`config.mk`:
```
export PLATFORM = sky130hd
export DESIGN_NAME = decoder3to8_strobe
export DESIGN_NICKNAME = d
export VERILOG_FILES = /design/src/rtl/decoder3to8_strobe.sv
export SDC_FILE = /design/constraint.sdc
export NUM_CORES = 1
export LEC_CHECK = 0
export BUFFER_PORTS_ARGS = -buffer_cell sky130_fd_sc_hd__clkbuf_2
export CORE_MARGIN = 4
export CORE_UTILIZATION = 53
export CTS_BUF_LIST = sky130_fd_sc_hd__clkbuf_4
export DETAILED_ROUTE_END_ITERATION = 12
export GPL_TIMING_DRIVEN = 0
export PLACE_DENSITY = 0.77
export SLEW_MARGIN = 20
export SYNTH_ARGS = -nofsm -noshare
export SYNTH_HDL_FRONTEND = slang
export SYNTH_SLANG_ARGS = --single-unit
```
`constraint.sdc`:
```
create_clock -name clk -period 1.8 [get_ports clk]
set_input_delay 0.09 -clock clk [delete_from_list [all_inputs] [get_ports clk]]
set_output_delay 0.09 -clock clk [all_outputs]
set_load 0.02 [all_outputs]
```
`src/rtl/decoder3to8_strobe.sv`:
```
// rtl/decoder3to8_strobe.sv - 3-to-8 one-hot strobe generator with handshake, pulse length and idle gap
module decoder3to8_strobe #(
    parameter int PULSE_LEN = 4,
    parameter int GAP_LEN   = 1
) (
    input  logic       clk,
    input  logic       rst,
    input  logic       en,
    input  logic       in_valid,
    input  logic [2:0] in_code,
    output logic       in_ready,
    output logic [7:0] y,
    output logic       busy,
    output logic       done
);

    localparam int MAX_PG = (PULSE_LEN > GAP_LEN) ? PULSE_LEN : GAP_LEN;
    localparam int MAX_CT = (MAX_PG > 2) ? MAX_PG : 2;
    localparam int CW     = $clog2(MAX_CT);

    localparam logic [CW-1:0] PULSE_RELOAD = CW'(PULSE_LEN - 1);
    localparam logic [CW-1:0] GAP_RELOAD   = CW'((GAP_LEN > 0) ? (GAP_LEN - 1) : 0);

    localparam logic [1:0] IDLE  = 2'd0;
    localparam logic [1:0] PULSE = 2'd1;
    localparam logic [1:0] GAP   = 2'd2;

    logic [1:0]    state;
    logic [CW-1:0] cnt;

    assign in_ready = en && (state == IDLE);
    assign busy     = (state != IDLE);

    always_ff @(posedge clk or posedge rst) begin
        if (rst) begin
            state <= IDLE;
            y     <= 8'd0;
            done  <= 1'b0;
            cnt   <= '0;
        end else if (!en) begin
            // Abort drops everything without a done pulse; no code is remembered.
            state <= IDLE;
            y     <= 8'd0;
            done  <= 1'b0;
            cnt   <= '0;
        end else begin
            done <= 1'b0;
            case (state)
                IDLE: begin
                    if (in_valid) begin
                        y     <= 8'd1 << in_code;
                        cnt   <= PULSE_RELOAD;
                        state <= PULSE;
                    end
                end
                PULSE: begin
                    if (cnt != '0) begin
                        cnt <= cnt - 1'b1;
                    end else begin
                        y    <= 8'd0;
                        done <= 1'b1;
                        if (GAP_LEN == 0) begin
                            state <= IDLE;
                        end else begin
                            state <= GAP;
                            cnt   <= GAP_RELOAD;
                        end
                    end
                end
                GAP: begin
                    if (cnt != '0) begin
                        cnt <= cnt - 1'b1;
                    end else begin
                        state <= IDLE;
                    end
                end
                default: begin
                    state <= IDLE;
                    y     <= 8'd0;
                    cnt   <= '0;
                end
            endcase
        end
    end

endmodule

```
==> key figures <==
Die
  • Die H: 44.2 µm
  • Die W: 44.2 µm
  • Io pins: 18
  • Starting Density: 59.4%
  • Die ar.: 1960 µm²
  • Row Count: 12
  • Core ar.: 1170 µm²

Power
  • Combinational power share: 26.0%
  • Net Sw Power: 213 µW
  • Internal Power: 495 µW
  • PwrDens: 845 nW/µm²
  • Seq pwr share: 47.4%
  • Max rail drop VDD: 0.522 mV
  • Clk pwr share: 26.6%
  • Net Sw Frac: 30.1%
  • Leakage: 0.455 nW

Clock tree
  • Setup bufs post-CTS: 0
  • TritonCTS Buffers: 3
  • CTS Sinks: 13
  • Hold bufs inserted after CTS: 1
  • CTS H-tree depth: 1
  • CTS tree: built
  • Clock tree buffer depth: 2
  • Clock Root Buffer: clkbuf_4
  • CTS resizes: 0
  • Clk slew on worst S/H paths: 80 ps
  • Skew-Pair Late Insertion Delay: 280 ps

Logic synthesis
  • Syn. warnings: 0
  • Unique masters post-synth: 23
  • Gate count of the mapped netlist: 67
  • Seq/Total Area, Yosys: 46.8%
  • Top cells by area, synth: dfrtp_1 (47%), mux2_2 (13%), ha_1 (5.4%)
  • Synthesis-stage register bit count: 13
  • Post-Syn Area: 696 µm²
  • Synth area leader: dfrtp_1
  • Post-synth top area share: 46.8%
  • Syn Area/Cell: 10.4 µm²
  • Syn Nets: 77

Routing
  • Routed met1 length: 566 µm
  • Final WL: 1.32 mm
  • Met2 wire length: 646 µm
  • Vias per cell: 5.20
  • DR vias: 536
  • Antenna-violating nets left: 0
  • DR iter-0 viols: 9
  • Met3 wire length: 100 µm
  • Routed wire length per instance: 12.8 µm
  • Top sig layer: met4
  • DRC: 0
  • First-pass detailed-route iteration total: 4

Final layout
  • Most frequent cells in the layout: clkbuf_2 (17), dfrtp_1 (13), nor2_1 (8), mux2_2 (8)
  • Most common cell after layout, fill and taps aside: clkbuf_2
  • Ant diodes: 0
  • Final Net Count: 100
  • Area delta synth->final: 20.5%
  • Share of cells above drive strength 1: 38.2%
  • Filler cell count: 96
  • Post-layout util: 71.6%

Timing
  • Hold_ws: 61.3 ps
  • Worst Tran Pin Value: 483 ps
  • Final Hold Vio Count: 0
  • Tmin final: 1620 ps
  • FMAX: 0.619 GHz
  • Fin crit share: 89.7%
  • Fin Clk Skew: 11.8 ps
  • Finish-stage setup viols: 0
  • RSZ-0062 raised after global routing: false
  • Slew headroom: 67.7%
  • Setup TNS: 0 ps
  • Fin. max-slew vios: 0

Worst setup path
  • CP Launch Type: flop
  • Critical Path AT: 1770 ps
  • Crit-path max FO: 8
  • Crit path max-delay cell type: dfrtp_1
  • Required time worst endpoint: 1950 ps
  • Crit path cell chain: inv_1 -> ha_1 -> nand2b_1 -> o22ai_1 -> nand2_2 -> mux2_2
  • Critical path endpoint category: flop
  • Crit Path Class: reg2reg
  • Slowest stage delay, CP: 380 ps

Global routing
  • First-pass GRT wire length: 2.19 mm
  • Number of global-route vias before repair: 512
  • Largest net degree at the start of global routing: 14
  • Gr usage total: 15.7%
  • Grt ovf: 0
  • Antenna violations before repair: 0

Status
  • Status: complete, no violations

Placed design
  • DP Wirelength: 1.06 mm
  • RD Place Congestion: 0.740
  • # port buffers: 17

Run
  • Max-cap violation count: 0

Worst hold path
  • Worst min path class: in2reg
## power groups by stage
stage                     logic [mW]  registers (mW)  clock network, mW
final                          0.184           0.336              0.188
after global routing           0.205           0.340              0.212
after CTS                      0.186           0.335              0.195
after detailed placement       0.184           0.341                  0
after global placement         0.177           0.340                  0
after floorplan                0.124           0.349                  0
## synthesized netlist by cell type, drive strengths merged
| library cell | n |
|---|---|
| or2 | 1 |
| buf | 1 |
| nor3 | 2 |
| nand2b | 6 |
| nor3b | 1 |
| o22a | 1 |
| nor2b | 2 |
| ha | 3 |
| dfrtp | 13 |
| nor4b | 1 |
| o22ai | 2 |
| nand2 | 7 |
| a211o | 1 |
| a21oi | 1 |
| mux2 | 8 |
| or4 | 1 |
| nand3 | 1 |
| o21ai | 1 |
| inv | 5 |
| nor2 | 8 |
| or2b | 1 |
## path summary, 6_finish.rpt
kind,startpoint,end,slack (ps),cells after the start
setup / recovery,cnt[0],y[3],180,6
hold / removal,in_valid,state[0],60,3
setup reg to reg,cnt[0],y[3],180,6
hold reg to reg,y[7],y[7],510,1
max in group asynchronous,rst,y[2],1110,3
min in group asynchronous,rst,y[5],350,3
## routing by layer
metal  vias up  GRT usage, %
li1        269             -
met3         2          7.32
met2        17          25.3
met4         0          3.61
met1       248          18.9
met5         -             0
## state kept, by name (all words and copies together), names as in the netlist
signal	cells
cnt	2
y	8
done	1
state	2
## worst max-delay path: cells and delay by family, from the launching register on
| kind | cells | cell delay, ps |
|---|---|---|
| DFF | 1 | 380 |
| and+or+nand+nor | 2 | 330 |
| muxes | 1 | 310 |
| adders and majority gates | 1 | 220 |
| AOI/OAI and AO/OA | 1 | 170 |
| buffers and inverters | 1 | 80 |
## logic make-up (layout without fill, tap and decap cells)
| logic type | Yosys count | in the layout | share of synthesized area, % |
|---|---|---|---|
| simple gates | 31 | 31 | 25.7 |
| flops | 13 | 13 | 46.8 |
| mux | 8 | 8 | 13.0 |
| compound gates | 6 | 6 | 5.75 |
| buf+inv | 6 | 28 | 3.42 |
| fa+ha+maj | 3 | 3 | 5.40 |
## cell type report
class                           instances  area (µm²)  share of cell area (%)
Timing Repair Buffer                   18        95.1                    11.3
Inverter                                5        18.8                    2.24
Tap cell                               14        17.5                    2.09
Multi-Input combinational cell         48         347                    41.3
Buffer                                  1        5.00                   0.597
Sequential cell                        13         325                    38.8
Clock buffer                            4        30.0                    3.58
## through the flow
stage,setup WS (ps),area [µm²],total power [mW],std cells
after global placement,218,798,0.517,98
after floorplan,136,696,0.473,67
after CTS,184,838,0.717,103
after detailed placement,199,798,0.525,98
after global routing,79.7,838,0.756,103
final,185,838,0.708,103
No activity file was read; power rests on OpenSTA's default activity.
